`config.mk`:
```
export PLATFORM = sky130hd
export DESIGN_NAME = mac_drain_flat
export DESIGN_NICKNAME = d
export VERILOG_FILES = /design/src/rtl/mac_drain_if.sv /design/src/rtl/mac_drain.sv /design/src/flat_wrapper.sv
export SDC_FILE = /design/constraint.sdc
export NUM_CORES = 1
export LEC_CHECK = 0
export BUFFER_PORTS_ARGS = -buffer_cell sky130_fd_sc_hd__buf_2
export CORE_MARGIN = 8
export CORE_UTILIZATION = 50
export DETAILED_ROUTE_END_ITERATION = 10
export GPL_TIMING_DRIVEN = 0
export PLACE_DENSITY = 0.7
export SLEW_MARGIN = 10
export SYNTH_ARGS = -nofsm -noshare
export SYNTH_HDL_FRONTEND = slang
export SYNTH_SLANG_ARGS = --single-unit
```
`constraint.sdc`:
```
create_clock -name clk -period 4.9 [get_ports clk]
set_clock_uncertainty 0.1 [all_clocks]
set_input_delay 0.49 -clock clk [delete_from_list [all_inputs] [get_ports clk]]
set_output_delay 0.49 -clock clk [all_outputs]
set_load 0.02 [all_outputs]
```
`src/rtl/mac_drain_if.sv`:
```
// mac_drain_if: row bus between the systolic MAC array and the drain buffer,
// plus the downstream valid/ready side of the drain buffer.
//
// Signals:
//   mac_op    - array bottom-row outputs, column k at [(k+1)*VERTICAL_BW-1 : k*VERTICAL_BW]
//   in_valid  - column 0 of mac_op carries the first element of a row this cycle
//   out_data  - aligned row at the FIFO head (zero when empty)
//   out_valid - out_data holds the FIFO head
//   out_ready - downstream accepts out_data this cycle
//
// Handshake: a row transfers downstream on every rising edge where
// out_valid && out_ready. While out_valid=1 and out_ready=0, out_valid and
// out_data hold their values. out_valid does not depend on out_ready.
//
// Modports: master = array/downstream side (drives mac_op, in_valid, out_ready),
//           slave  = mac_drain.
interface mac_drain_if #(
  parameter int ARR_SIZE    = 4,
  parameter int VERTICAL_BW = 32
);
  localparam int DW = ARR_SIZE * VERTICAL_BW;

  logic [DW-1:0] mac_op;
  logic          in_valid;
  logic [DW-1:0] out_data;
  logic          out_valid;
  logic          out_ready;

  modport master (
    output mac_op, in_valid, out_ready,
    input  out_data, out_valid
  );

  modport slave (
    input  mac_op, in_valid, out_ready,
    output out_data, out_valid
  );
endinterface

```
`src/rtl/mac_drain.sv`:
```
// mac_drain: de-skews the bottom row of the systolic MAC array (column k
// arrives k cycles after column 0) into full-width rows, buffers them in a
// DEPTH-row FIFO and presents them over a valid/ready handshake.
//
// Ports:
//   clk      - single clock, rising edge
//   rst      - synchronous active-high reset
//   bus      - mac_drain_if.slave (mac_op/in_valid in, out_data/out_valid out,
//              out_ready in)
//   level    - rows currently held in the FIFO (0..DEPTH)
//   overflow - sticky, a completed row was dropped because the FIFO was full
//
// Requires ARR_SIZE >= 2 and DEPTH a power of two >= 2.
module mac_drain #(
  parameter  int ARR_SIZE    = 4,
  parameter  int VERTICAL_BW = 32,
  parameter  int DEPTH       = 4,
  localparam int DW          = ARR_SIZE * VERTICAL_BW,
  localparam int AW          = $clog2(DEPTH),
  localparam int LW          = $clog2(DEPTH) + 1
) (
  input  logic            clk,
  input  logic            rst,
  mac_drain_if.slave      bus,
  output logic [LW-1:0]   level,
  output logic            overflow
);

  // ---------------------------------------------------------------------------
  // De-skew. Column k sits ARR_SIZE-1-k stages deep so that every column of a
  // row lines up with the last column, which is taken straight off mac_op.
  // Data stages carry no reset: they are only ever qualified by row_valid.
  // ---------------------------------------------------------------------------
  logic [DW-1:0] aligned;

  for (genvar k = 0; k < ARR_SIZE; k++) begin : g_col
    if (k == ARR_SIZE - 1) begin : g_direct
      assign aligned[k*VERTICAL_BW +: VERTICAL_BW] = bus.mac_op[k*VERTICAL_BW +: VERTICAL_BW];
    end else begin : g_pipe
      localparam int N = ARR_SIZE - 1 - k;
      logic [VERTICAL_BW-1:0] stage [N];

      always_ff @(posedge clk) begin
        stage[0] <= bus.mac_op[k*VERTICAL_BW +: VERTICAL_BW];
        for (int j = 1; j < N; j++) begin
          stage[j] <= stage[j-1];
        end
      end

      assign aligned[k*VERTICAL_BW +: VERTICAL_BW] = stage[N-1];
    end
  end

  // Row marker travels alongside column 0; its tail says "aligned is a row".
  logic [ARR_SIZE-2:0] vpipe;
  logic                row_valid;

  always_ff @(posedge clk) begin
    if (rst) begin
      vpipe <= '0;
    end else begin
      vpipe[0] <= bus.in_valid;
      for (int j = 1; j < ARR_SIZE - 1; j++) begin
        vpipe[j] <= vpipe[j-1];
      end
    end
  end

  assign row_valid = vpipe[ARR_SIZE-2];

  // ---------------------------------------------------------------------------
  // FIFO. A push into a full FIFO is still taken when the head leaves in the
  // same cycle, so streaming with out_ready high never drops rows.
  // ---------------------------------------------------------------------------
  logic [DW-1:0] mem [DEPTH];
  logic [AW-1:0] wr_ptr;
  logic [AW-1:0] rd_ptr;
  logic          full;
  logic          pop;
  logic          push;
  logic          drop;

  assign full = (level == LW'(DEPTH));
  assign pop  = bus.out_valid && bus.out_ready;
  assign push = row_valid && (!full || pop);
  assign drop = row_valid && full && !pop;

  always_ff @(posedge clk) begin
    if (!rst && push) begin
      mem[wr_ptr] <= aligned;
    end
  end

  always_ff @(posedge clk) begin
    if (rst) begin
      wr_ptr   <= '0;
      rd_ptr   <= '0;
      level    <= '0;
      overflow <= 1'b0;
    end else begin
      if (push) wr_ptr <= wr_ptr + AW'(1);
      if (pop)  rd_ptr <= rd_ptr + AW'(1);
      case ({push, pop})
        2'b10:   level <= level + LW'(1);
        2'b01:   level <= level - LW'(1);
        default: level <= level;
      endcase
      if (drop) overflow <= 1'b1;
    end
  end

  // Outputs come only from registered state, so they cannot move while the
  // head is waiting on out_ready.
  assign bus.out_valid = (level != '0);
  assign bus.out_data  = bus.out_valid ? mem[rd_ptr] : '0;

endmodule

```
`src/flat_wrapper.sv`:
```
// flat-port wrapper written by rule: the top's interface ports become plain ports
module mac_drain_flat 
#(
  parameter  int ARR_SIZE    = 4,
  parameter  int VERTICAL_BW = 32,
  parameter  int DEPTH       = 4,
  localparam int DW          = ARR_SIZE * VERTICAL_BW,
  localparam int AW          = $clog2(DEPTH),
  localparam int LW          = $clog2(DEPTH) + 1
)
  (clk, rst, level, overflow, bus_mac_op, bus_in_valid, bus_out_ready, bus_out_data, bus_out_valid);
  mac_drain_if #(.ARR_SIZE(ARR_SIZE), .VERTICAL_BW(VERTICAL_BW)) bus_i ();
  input  logic clk;
  input  logic rst;
  output logic [LW-1:0] level;
  output logic overflow;
  input wire logic [$bits(bus_i.mac_op)-1:0] bus_mac_op;
  input wire logic [$bits(bus_i.in_valid)-1:0] bus_in_valid;
  input wire logic [$bits(bus_i.out_ready)-1:0] bus_out_ready;
  output wire logic [$bits(bus_i.out_data)-1:0] bus_out_data;
  output wire logic [$bits(bus_i.out_valid)-1:0] bus_out_valid;
  assign bus_i.mac_op = bus_mac_op;
  assign bus_i.in_valid = bus_in_valid;
  assign bus_i.out_ready = bus_out_ready;
  assign bus_out_data = bus_i.out_data;
  assign bus_out_valid = bus_i.out_valid;
  mac_drain #(.ARR_SIZE(ARR_SIZE), .VERTICAL_BW(VERTICAL_BW), .DEPTH(DEPTH)) u_core (.clk(clk), .rst(rst), .bus(bus_i), .level(level), .overflow(overflow));
endmodule
```
; After elaboration in Yosys (flattened, before gate mapping)
; Memories as Yosys holds them, arrays and structs flattened. A register that Yosys moved wholly into a read port is not among the register bits.
; Cells that the tools add are included.
[word_totals]
ff_bits = 11
mem_bits_rw = 704
input_bits = 132
output_inout_bits = 133
word_cells = 33
mem_count = 4
[classes]
addsub = 4
eq_ne = 3
mux = 6
n_reduce_logical = 11
[memory_table]
columns = name, words, word_bits, read_ports, rd_ports_with_merged_regs, write_ports, line
row1 = u_core.mem, 4, 128, 1, 1, 1, mac_drain.sv:75  ; logic [DW-1:0] mem [DEPTH];
row2 = u_core.g_col[0].g_pipe.stage, 3, 32, 3, 0, 3, mac_drain.sv:41  ; logic [VERTICAL_BW-1:0] stage [N];
row3 = u_core.g_col[1].g_pipe.stage, 2, 32, 2, 0, 2, mac_drain.sv:41
row4 = u_core.g_col[2].g_pipe.stage, 1, 32, 1, 0, 1, mac_drain.sv:41
[ops]
columns = op, n
row1 = $mux 128, 1
row2 = $pmux 3 s2, 1
row3 = $logic_and 1x1->1, 5
row4 = $add 2x1->2 const B, 2
row5 = $mux 2, 2
row6 = $add 3x1->3 const B, 1
row7 = $eq 3x3->1 const B, 1
row8 = $logic_not 1->1, 3
row9 = $reduce_bool 3->1, 1
row10 = $sub 3x1->3 const B, 1
row11 = $eq 2x1->1 const B, 1
row12 = $eq 2x2->1 const B, 1
row13 = $mux 1, 2
row14 = $reduce_bool 2->1, 1
row15 = $logic_or 1x1->1, 1

; Depth between registers and ports, before layout
; Gate-level depths: netlist of run 1.
[logic_depth]
depth_word = 7
mapped_depth = 8

; Worst setup path after synthesis of run 1
; OpenSTA, ideal clock, no wires.
[synth_timing]
path_kind = input to register
startpoint = input port bus_out_ready
endpoint = memory u_core.mem[1][0] (netlist bit), enable pin
setup_time_ps = 502
t_arrival_ps = 3945
t_required_ps = 4298
setup_slack_ps = 353
stages = 4
n_path_buf = 1
path_cell_list = buf_2 -> nor4b_2 -> nor3_1 -> and2_1
[synth_between]
elab_chain_len = 6
[synth_lines]
columns = item, line
row1 = from (decl), flat_wrapper.sv:19  ; input wire logic [$bits(bus_i.out_ready)-1:0] bus_out_ready;
row2 = $logic_and 1x1->1, mac_drain.sv:84  ; assign pop = bus.out_valid && bus.out_ready;
row3 = $logic_or 1x1->1, mac_drain.sv:85  ; assign push = row_valid && (!full || pop);
row4 = $logic_and 1x1->1, mac_drain.sv:85
row5 = $logic_and 1x1->1, mac_drain.sv:89  ; if (!rst && push) begin
row6 = $mux 1, mac_drain.sv:89
row7 = $mux 1 (implied by the code), mac_drain.sv:90  ; mem[wr_ptr] <= aligned;
row8 = to (decl), mac_drain.sv:75
; No other way between the ends.

==> summary.md, run 1 <==
| Metric | Value |
|---|---|
| Total gr overflow | `0` |
| FP Rows | `80` |
| Detail Route Antenna Nets | `0` |
| Post-layout minimum cycle time | `~3.5 ns` |
| DR DRC count | `0` |
| Layout Nets | `between 1500 and 2000` |
| Fin Setup TNS | `0 ns` |
| Ports | `approximately 270` |
| YS warnings | `0` |
| Reg clk slew, reported paths | `roughly 0.06 ns` |
| Most frequent cells in the layout | `edfxtp_1, buf_2, dfxtp_1` |
| Die W | `around 230 um` |
| Vias in the first global route | `roughly 12000` |
| CTS buffer count | `between 70 and 80` |
| Outcome | `finished, final reports clean` |
| CTS HTree Levels | `3` |
| Largest family of logic cells by synthesized area | `multiplexers` |
| Synth top area share | `0.642` |
| Clk Latency, worst-skew pair | `roughly 0.6 ns` |
| Die area | `55200 um2` |
| Final Non-Filler Cells | `2221` |
| Register bit total from synthesis | `between 700 and 800` |
| Largest net degree at the start of global routing | `48` |
| Cell Area, Synth | `~24000 um2` |
| Final core occ | `0.631` |
| 1st-iter DRT viols | `a little under 900` |
| Layout area overhead | `25.3%` |
| Power Internal | `approximately 11 mW` |
| Ys flop type | `edfxtp_1` |
| PwrDens | `between 400 and 500 nW/um2` |
| XOR/XNOR Fraction of Synth Area | `0.00110` |
| Syn nets | `around 1200` |
| Total number of vias | `about 11000` |
| Sw power | `roughly 3.2 mW` |
| Fmax | `a little under 0.3 GHz` |
| Setup CP Type | `reg -> out` |
| Syn_area_per_cell | `around 22 um2` |
| Initial antenna violation count | `0` |
| Flop pwr share | `0.482` |
| Period utilisation layout | `0.706` |
| RSZ-0062 raised after global routing | `false` |
| First-pass GRT wire length | `about 72000 um` |
| Final Slew Violations | `0` |
| EDFF count, synth | `between 500 and 600` |
| Post-Synth Simple-Gate Area | `0.0404` |
| Largest cells by area after synthesis | `edfxtp_1, dfxtp_1, mux4_2, and2_1, buf_12` |
| Worst-Margin Slew | `1.03 ns` |
| CTS tree | `yes` |
| Clock buffer depth | `3` |
| Share of synthesized registers carrying an async set or reset | `0` |
| Net Sw Frac | `0.230` |
| Total Wirelength | `between 40000 and 50000 um` |
| Critical Path End Type | `output pin` |
| Worst EP required | `4.31 ns` |
| Clock share of power | `0.403` |
| Clk sink count | `roughly 700` |
| Hpwl dp | `roughly 28000 um` |
| Drt pass-1 iters | `5` |
| Placed cell count | `slightly below 2000` |
| Port bufs | `about 260` |
| Cell taking the most area after synthesis | `edfxtp_1` |
| Max-cap viol count | `0` |
| Adder-Cell Fraction of Synth Area | `0.00293` |
| Fin Hold WS | `~0.046 ns` |
| Final hold vios | `0` |
| Slew Limit Headroom | `0.316` |
| Vias per cell | `between 5 and 6` |
| Root Buffer | `clkbuf_16` |
| Total global-route track usage | `0.171` |
| GPL Wtd Cong | `roughly 0.74` |
| CTS resizes | `0` |
| Post-synthesis sequential area ratio | `0.813` |
| Synth Area in Compound Gates | `0.00319` |
| Leak Pwr | `around 11 nW` |
| Final Setup Violations | `0` |
| Post-DR wirelength/cell | `about 21 um` |
| Yosys cell types | `34` |
| Core Box Area | `between 40000 and 50000 um2` |
| Logic pwr share | `0.115` |
| HP Class | `in -> reg` |
| Die Height | `235 um` |
| CP Launch Type | `flip-flop` |
| Initial Utilization | `0.504` |
| Most common cell after layout, fill and taps aside | `edfxtp_1` |
| Post-route total power | `around 14 mW` |
| Critical Path AT | `roughly 2.9 ns` |
| Layout cells sized above 1 | `0.345` |
| Peak VDD IR | `0.474 mV` |
| Worst-path fanout max | `10` |
| Multiplexer share of the synthesized area | `0.122` |
| Post-Syn Instances | `1075` |
## routing by layer
metal  routed length (um)  GRT usage
met5                    0          0
met2                24600      0.296
met3                 2670     0.0415
met4                  860     0.0540
met1                19300      0.213
## area by class of cell
class,count,area (um2)
clock inverter,35,375
inverter,5,18.8
buffer,47,398
multi-input combinational,306,4070
antenna,1,2.50
sequential,717,19500
tap,615,769
fill,3169,17500
timing repair buffer,398,2810
clock buffer,97,2080
## sequential cells by signal, indices dropped and copies added (netlist names), named ones only
| signal | count |
|---|---|
| u_core.vpipe | 3 |
| u_core.rd_ptr | 2 |
| u_core.wr_ptr | 2 |
| u_core.overflow | 1 |
| u_core.g_col.g_pipe.stage | 192 |
| u_core.mem | 512 |
| u_core.level | 3 |
## through the flow
step	cell area, um2	worst slack, ns
detailed placement	26300	1.98
floorplan	24000	0.353
CTS	30000	1.31
global placement	26000	-2.27
global route	30000	1.23
finish	30000	1.44
## Yosys cell counts (2+ instances only)
cell        n
a21oi_1     3
a31oi_1     2
and2_1    132
buf_12     10
buf_2      16
buf_6       5
clkbuf_1   15
dfxtp_1   205
edfxtp_1  512
ha_1        4
inv_1       5
mux2_2      2
mux4_2    128
nand2b_1    2
nor2_1     10
nor2b_1     4
o21ai_0     2
xor2_1      2
## worst max-delay path, stage by stage, from the launching register on
cell and delay, ns:
dfxtp_1 0.32, clkbuf_1 0.76, buf_2 0.44, mux4_2 0.35, and2_1 0.23, buf_2 0.18
## worst paths after layout
path | startpoint | endpoint | slack [ns] | cells past startpoint
max | flip-flop | bus_out_data[60] | 1.44 | 5
max reg2reg | u_core.level[2]$_SDFFE_PP0P_ | u_core.mem[0][38]$_DFFE_PP_ | 2.22 | 5
min | bus_mac_op[121] | u_core.mem[3][121]$_DFFE_PP_ | 0.05 | 1
min reg2reg | u_core.g_col[0].g_pipe.stage[0][32]$_DFF_P_ | u_core.g_col[0].g_pipe.stage[0][64]$_DFF_P_ | 0.22 | 0
## power groups by stage
stage | clock network, mW | registers [mW] | logic [mW]
5_1_grt | 5.91 | 6.66 | 1.71
3_3_place_gp | 0 | 6.77 | 1.52
3_5_place_dp | 0 | 6.78 | 1.53
6_report | 5.57 | 6.65 | 1.59
4_1_cts | 5.69 | 6.65 | 1.63
2_1_floorplan | 0 | 6.77 | 0.994
## repair_timing
item | 4_1_cts | 5_1_grt
setup endpoints to repair | 0 | 0
endpoints found under the hold margin | 212 | 0
setup buffers | 0 | 0
hold buffers | 127 | 0
## kinds of logic (layout without fill, tap and decap cells)
family,count (synthesis),after routing
AOI/OAI and AO/OA,11,11
and+or+nand+nor,156,156
xor gates and xnor gates,3,3
buffers and inverters,52,582
adders and majority gates,5,5
muxes,131,131
DFF,717,717
other,0,1
(Power assumes the default switching activity.)
==> run 2, diff against run 1 <==
- ABC_AREA: unset -> 1
- clock period: 4.9 -> 3.36 ns (I/O delays scaled with it)
==> run 2 against run 1 <==
Sequential share of layout area fell by 1.6 points; routed wire length increased by 23%; die area up 1.6%; critical path depth grew 2; final area grew 2.5%; clock-buffer cell count rose by 10; first-iteration DRC count up 40%; critical endpoint is now bus_out_data[17].
==> summary.md, run 2 <==
| Metric | Value |
|---|---|
| Slew Limit Headroom | `0.258 (was 0.316)` |
| CTS HTree Levels | `3 (unchanged)` |
| Most common cell after layout, fill and taps aside | `nor2_1 (was edfxtp_1)` |
| Crit path top cell by count | `buf_2 (unchanged)` |
| Syn nets | `1919 (was 1212)` |
| Post-CTS Hold Fix Bufs | `132 (was 127)` |
| Reg clk slew, reported paths | `0.06 ns (about the same)` |
| Post-CTS setup buffer count | `0 (unchanged)` |
| Max reg flops | `512 (unchanged)` |
| Peak VDD IR | `0.569 mV (was 0.474 mV)` |
| Total number of vias | `15343 (was 11335)` |
| Cell taking the most area after synthesis | `edfxtp_1 (unchanged)` |
| Syn_area_per_cell | `13.7 um2 (was 22.3 um2)` |
| Post-layout minimum cycle time | `3.17 ns` |
| Vias per cell | `5.19 (was 5.10)` |
| Total global-route track usage | `0.204 (was 0.171)` |
| Yosys cell types | `24 (was 34)` |
| PwrDens | `738 nW/um2 (was 460 nW/um2)` |
| Post-DR wirelength/cell | `19.7 um (was 21.3 um)` |
| Largest cells by area after synthesis | `edfxtp_1, dfxtp_1, nor2_1, o21ai_0, a21oi_1 (was edfxtp_1, dfxtp_1, mux4_2, and2_1, buf_12)` |
| Port bufs | `264 (was 263)` |
| CTS buffer count | `72 (unchanged)` |
| RSZ-0062 raised after global routing | `false (unchanged)` |
| First-pass GRT wire length | `88200 um (was 72400 um)` |
| Cell Area, Synth | `24400 um2 (was 24000 um2)` |
| Delay-heaviest family, CP | `buffers and inverters (unchanged)` |
| Final hold vios | `0 (unchanged)` |
| Final Slew Violations | `0 (unchanged)` |
| 1st-iter DRT viols | `1245 (was 889)` |
| Total Wirelength | `58300 um (was 47400 um)` |
| Detail Route Antenna Nets | `0 (unchanged)` |
| Reg with most FFs | `u_core.mem (unchanged)` |
| Setup CP Type | `reg -> out (unchanged)` |
| DP Worst Slack | `0.480 ns (was 1.98 ns)` |
| Root Buffer | `clkbuf_16 (unchanged)` |
| Biggest regs | `u_core.mem (512), u_core.g_col.g_pipe.stage (192) (unchanged)` |
| Register bit total from synthesis | `717 (unchanged)` |
| Critical Path AT | `2.74 ns (was 2.87 ns)` |
| Ports | `265 (unchanged)` |
| Core Box Area | `48500 um2 (was 47500 um2)` |
| Leak Pwr | `11.6 nW (was 10.8 nW)` |
| FP Rows | `81 (was 80)` |
| Count leader, synth | `nor2_1 (was edfxtp_1)` |
| Outcome | `finished, final reports clean (unchanged)` |
| CTS tree | `yes (unchanged)` |
| Drt pass-1 iters | `5 (unchanged)` |
| Critical Path End Type | `output pin (unchanged)` |
| Worst-path fanout max | `10 (unchanged)` |
| Crit-path max cell delay | `0.82 ns (was 0.76 ns)` |
| Layout Nets | `2412 (was 1684)` |
| Worst-Margin Slew | `1.11 ns (was 1.03 ns)` |
| Most common library cells after synthesis | `nor2_1, edfxtp_1, o21ai_0, dfxtp_1, a21oi_1 (was edfxtp_1, dfxtp_1, and2_1, mux4_2, buf_2)` |
| Vias in the first global route | `15605 (was 12221)` |
| Fin Hold WS | `0.215 ns (was 0.0464 ns)` |
| Share of synthesized registers carrying an async set or reset | `0 (unchanged)` |
| GPL Wtd Cong | `0.774 (was 0.741)` |
| Post-Syn Instances | `1782 (was 1075)` |
| Clock buffer depth | `3 (unchanged)` |
| Crit-path slowest cell | `clkbuf_1 (unchanged)` |
| Initial Utilization | `0.502 (was 0.504)` |
| Total gr overflow | `0 (unchanged)` |
| Clk Latency, worst-skew pair | `0.60 ns (was 0.59 ns)` |
| DR DRC count | `0 (unchanged)` |
| YS warnings | `0 (unchanged)` |
| CP Launch Type | `flip-flop (unchanged)` |
| EDFF count, synth | `512 (unchanged)` |
| Layout cells sized above 1 | `0.216 (was 0.345)` |
| Post-route total power | `22.7 mW (was 13.8 mW)` |
| Synth top area share | `0.631 (was 0.642)` |
| Final Setup Violations | `0 (unchanged)` |
| Post-route setup slack | `0.188 ns (was 1.44 ns)` |
| Layout area overhead | `26.3% (was 25.3%)` |
| Ys flop type | `edfxtp_1 (unchanged)` |
| Hpwl dp | `35400 um (was 28100 um)` |
| Worst EP required | `2.92 ns (was 4.31 ns)` |
| Worst path bufs/invs | `4 (was 3)` |
| Initial antenna violation count | `2 (was 0)` |
| HP Class | `reg -> reg (was in -> reg)` |
| Die Height | `237 um (was 235 um)` |
| Cells along the critical path | `inv_1 > clkbuf_1 > buf_2 > nor2_1 > o21ai_0 > a21oi_1 > buf_2 (was clkbuf_1 > buf_2 > mux4_2 > and2_1 > buf_2)` |
| Max-cap viol count | `0 (unchanged)` |
| Fmax | `~0.32 GHz` |
| Clk sink count | `717 (unchanged)` |
| Die area | `56000 um2 (was 55200 um2)` |
| Die W | `237 um (was 235 um)` |
| Period utilisation layout | `0.944` |
| Post-synthesis sequential area ratio | `0.800 (was 0.813)` |
| Largest net degree at the start of global routing | `26 (was 48)` |
| Most frequent cells in the layout | `nor2_1, edfxtp_1, buf_2 (was edfxtp_1, buf_2, dfxtp_1)` |
| CTS resizes | `0 (unchanged)` |
-- run 2: changes by cell type after synthesis, sizes merged, moves of 10 or more --
| cell | delta |
|---|---|
| a21oi | +131 |
| and2 | -131 |
| buf | +35 |
| clkbuf | +17 |
| inv | +16 |
| mux4 | -128 |
| nand2 | +10 |
| nor2 | +516 |
| o21ai | +257 |
-- run 2: worst paths after layout --
check / from / to / slack [ns] / depth (start not counted)
worst min register to register: u_core.g_col[0].g_pipe.stage[0][39]$_DFF_P_ / u_core.g_col[0].g_pipe.stage[0][71]$_DFF_P_ / 0.21 / 0
worst max-delay path: flip-flop / bus_out_data[17] / 0.19 / 7
worst min-delay path: u_core.g_col[0].g_pipe.stage[0][39]$_DFF_P_ / u_core.g_col[0].g_pipe.stage[0][71]$_DFF_P_ / 0.21 / 0
worst max register to register: u_core.level[0]$_SDFFE_PP0P_ / u_core.mem[2][78]$_DFFE_PP_ / 0.59 / 8
-- run 2: report_power, final --
group          internal (mW)  switching [mW]  leakage [nW]  total, mW
sequential              9.63          0.0976          6.33       9.73
combinational           1.51            3.46          4.05       4.97
clock                   4.80            3.20          1.19       8.00
-- run 2: stage by stage --
stage	cell area, um2	std cells	util	setup TNS, ns
6_report	30800	2956	0.633	0
5_1_grt	30800	2955	0.633	0
4_1_cts	30700	2954	0.633	0
3_5_place_dp	27000	2691	0.556	0
3_3_place_gp	26500	2668	0.545	-2145.48
2_1_floorplan	24400	1782	-	-717.36
-- run 2: metal layers --
metal,vias up,wire (um),GRT usage
li1,7252,-,-
met1,7434,23300,0.252
met2,548,29400,0.348
met3,107,3840,0.0428
met4,2,1810,0.0848
met5,-,17,0
-- run 2: worst register-to-register path: cells and delay by family, from the launching register on --
| family | cells | cell delay, ns |
|---|---|---|
| AND/OR/NAND/NOR | 4 | 1.12 |
| flip-flops | 1 | 0.38 |
| buffers and inverters | 4 | 0.85 |
-- run 2: logic make-up (layout without fill, tap and decap cells) --
kind of cell / Yosys count / after routing / synth area share
xor+xnor: 1 / 1 / 0.000360
flops: 717 / 717 / 0.800
compound gates: 394 / 394 / 0.0811
fa+ha+maj: 5 / 5 / 0.00288
other cells: 0 / 2 / 0
buf+inv: 120 / 670 / 0.0309
simple gates: 545 / 545 / 0.0850
-- run 2: final cells by class --
type | instances | area (um2)
Antenna cell | 2 | 5.00
Buffer | 99 | 673
Clock buffer | 107 | 2200
Clock inverter | 24 | 226
Fill cell | 3477 | 17800
Inverter | 21 | 78.8
Multi-Input combinational cell | 945 | 4150
Sequential cell | 717 | 19500
Tap cell | 622 | 778
Timing Repair Buffer | 419 | 3160
==> run 3, diff against run 2 <==
- ABC_AREA: 1 -> unset
- CAP_MARGIN: unset -> 20
==> run 3 against run 2 <==
Core utilization down 0.44 points; fmax up 6.2%; die area shrank 1.5%; hold slack worse by 0.13 ns; setup slack improved by 0.18 ns; clock power down 5.1%; routed wire length down 19%; combinational power fell by 54%; sequential share of layout area rose by 1.8 points; final area down 2.7%; global-route usage down 3.4 points.
==> summary.md, run 3 (synthesis gave the netlist of run 1 again) <==
| Metric | Value |
|---|---|
| Final Setup Violations | `0 (unchanged)` |
| Most common cell after layout, fill and taps aside | `edfxtp_1 (was nor2_1)` |
| Clk Latency, worst-skew pair | `0.60 ns (about the same)` |
| Port bufs | `263 (was 264)` |
| Crit-path max cell delay | `0.52 ns (was 0.82 ns)` |
| GPL Wtd Cong | `0.728 (was 0.774)` |
| CTS buffer count | `71 (was 72)` |
| Max reg flops | `512 (unchanged)` |
| Worst-path fanout max | `10 (unchanged)` |
| RSZ-0062 raised after global routing | `false (unchanged)` |
| Cells along the critical path | `clkbuf_2 > or3_4 > buf_6 > clkbuf_1 > and2_1 > buf_2 (was inv_1 > clkbuf_1 > buf_2 > nor2_1 > o21ai_0 > a21oi_1 > buf_2)` |
| Max-cap viol count | `0 (unchanged)` |
| Setup CP Type | `reg -> out (unchanged)` |
| Flop pwr share | `0.495 (was 0.429)` |
| Total Wirelength | `47100 um (was 58300 um)` |
| Detail Route Antenna Nets | `0 (unchanged)` |
| Worst EP required | `2.92 ns (about the same)` |
| CP Launch Type | `flip-flop (unchanged)` |
| Post-DR wirelength/cell | `21.1 um (was 19.7 um)` |
| CTS HTree Levels | `3 (unchanged)` |
| Initial antenna violation count | `2 (unchanged)` |
| Total gr overflow | `0 (unchanged)` |
| Outcome | `finished, final reports clean (unchanged)` |
| Clk sink count | `717 (unchanged)` |
| Final instance area | `29900 um2 (was 30800 um2)` |
| Total number of vias | `11492 (was 15343)` |
| Logic pwr share | `0.118 (was 0.219)` |
| Die Height | `235 um (was 237 um)` |
| Fillers | `3168 (was 3477)` |
| Largest net degree at the start of global routing | `50 (was 26)` |
| Worst-Margin Slew | `0.633 ns (was 1.11 ns)` |
| Die W | `235 um (was 237 um)` |
| Sequential standard cell area | `19500 um2 (unchanged)` |
| Slew Limit Headroom | `0.578 (was 0.258)` |
| Clock buffer depth | `3 (unchanged)` |
| Crit-path slowest cell | `clkbuf_1 (unchanged)` |
| Fin Setup TNS | `0 ns (unchanged)` |
| Final hold vios | `0 (unchanged)` |
| Initial Utilization | `0.504 (was 0.502)` |
| Clock share of power | `0.387 (was 0.352)` |
| Layout Nets | `1689 (was 2412)` |
| Final core occ | `0.629 (was 0.633)` |
| Vias in the first global route | `12438 (was 15605)` |
| FP Rows | `80 (was 81)` |
| Critical Path End Type | `output pin (unchanged)` |
| Period utilisation layout | `0.889 (was 0.944)` |
| First-pass GRT wire length | `72300 um (was 88200 um)` |
| Post-CTS setup buffer count | `0 (unchanged)` |
| DR DRC count | `0 (unchanged)` |
| Ports | `265 (unchanged)` |
| Layout cells sized above 1 | `0.340 (was 0.216)` |
| Leak Pwr | `10.7 nW (was 11.6 nW)` |
| Core Box Area | `47500 um2 (was 48500 um2)` |
| Worst path bufs/invs | `4 (unchanged)` |
| Vias per cell | `5.16 (was 5.19)` |
| Hpwl dp | `28400 um (was 35400 um)` |
| 1st-iter DRT viols | `745 (was 1245)` |
| PwrDens | `655 nW/um2 (was 738 nW/um2)` |
| Power Internal | `15.0 mW (was 15.9 mW)` |
| Final Slew Violations | `0 (unchanged)` |
| Peak VDD IR | `0.498 mV (was 0.569 mV)` |
| Placed inst area | `26300 um2 (was 27000 um2)` |
| Critical Path AT | `2.55 ns (was 2.74 ns)` |
| Fmax | `0.335 GHz (was 0.315 GHz)` |
| Reg clk slew, reported paths | `0.06 ns (about the same)` |
| Reg with most FFs | `u_core.mem (unchanged)` |
| Net Sw Frac | `0.234 (was 0.298)` |
| Sw power | `4.58 mW (was 6.76 mW)` |
| Layout area overhead | `24.9% (was 26.3%)` |
| Multi-input gate area | `4070 um2 (was 4150 um2)` |
| Most frequent cells in the layout | `edfxtp_1, buf_2, dfxtp_1 (was nor2_1, edfxtp_1, buf_2)` |
| Root Buffer | `clkbuf_16 (unchanged)` |
| Drt pass-1 iters | `5 (unchanged)` |
| Delay-heaviest family, CP | `buffers and inverters (unchanged)` |
| CTS tree | `yes (unchanged)` |
| Post-layout minimum cycle time | `2.99 ns (was 3.17 ns)` |
| Biggest regs | `u_core.mem (512), u_core.g_col.g_pipe.stage (192) (unchanged)` |
| Total global-route track usage | `0.170 (was 0.204)` |
| Die area | `55200 um2 (was 56000 um2)` |
| HP Class | `in -> reg (was reg -> reg)` |
-- run 3: changes by cell type in the layout (fill, tap and decap cells not counted), moves of 10 or more --
| cell | change |
|---|---|
| a21oi_1 | -131 |
| and2_1 | +127 |
| buf_2 | -24 |
| buf_6 | -14 |
| clkbuf_1 | +11 |
| clkbuf_2 | -22 |
| inv_1 | -14 |
| mux4_2 | +128 |
| nor2_1 | -511 |
| o21ai_0 | -247 |
| o21ai_1 | -10 |
-- run 3: per-stage QoR --
step	setup slack (ns)	cells	power, mW	hold WS [ns]
floorplan	0.241	1075	11.3	0.210
global placement	-1.09	1953	12.1	0.210
detailed placement	0.535	1964	12.1	0.212
CTS	0.247	2226	19.8	0.0416
global route	0.163	2228	20.3	0.0631
finish	0.372	2229	19.6	0.0813
-- run 3: worst min-delay path, delay by kind of cell --
family                    cells  cell delay (ns)
AOI/OAI and AO/OA             1             0.09
xor gates and xnor gates      1             0.08
and+or+nand+nor               1             0.07
buffers and inverters         1             0.15
-- run 3: cell type report --
class	instances	area share
Antenna cell	3	0.000251
Buffer	47	0.0133
Clock buffer	98	0.0669
Clock inverter	34	0.00912
Inverter	5	0.000627
Multi-Input combinational cell	306	0.136
Sequential cell	717	0.651
Tap cell	615	0.0257
Timing Repair Buffer	404	0.0969
-- run 3: timing repair --
action                                  in CTS  in global routing
endpoints found under the setup margin      24                  0
hold buffers                               130                  0
endpoints found under the hold margin      227                  0
gates resized for setup                      1                  0
-- run 3: path summary, 6_finish.rpt --
path / startpoint / endpoint / slack [ns] / cells past startpoint
worst max register to register: u_core.level[0]$_SDFFE_PP0P_ / u_core.level[2]$_SDFFE_PP0P_ / 0.79 / 8
worst max-delay path: u_core.level[0]$_SDFFE_PP0P_ / bus_out_data[64] / 0.37 / 6
worst min register to register: u_core.g_col[0].g_pipe.stage[0][33]$_DFF_P_ / u_core.g_col[0].g_pipe.stage[0][65]$_DFF_P_ / 0.22 / 0
worst min-delay path: bus_out_ready / flip-flop / 0.08 / 4
-- run 3: layer usage --
| metal | GRT usage | vias up | routed length [um] |
|---|---|---|---|
| met5 | 0 | - | 0 |
| met2 | 0.294 | 333 | 24300 |
| li1 | - | 5177 | - |
| met1 | 0.206 | 5887 | 18900 |
| met3 | 0.0434 | 95 | 2550 |
| met4 | 0.0591 | 0 | 1350 |
-- run 3: power groups by stage --
stage                     sequential, mW  combinational (mW)  clock, mW
after floorplan                     9.87                1.45          0
final                               9.70                2.31       7.59
after CTS                           9.70                2.36       7.78
after global routing                9.71                2.48       8.12
after global placement              9.87                2.22          0
after detailed placement            9.89                2.23          0
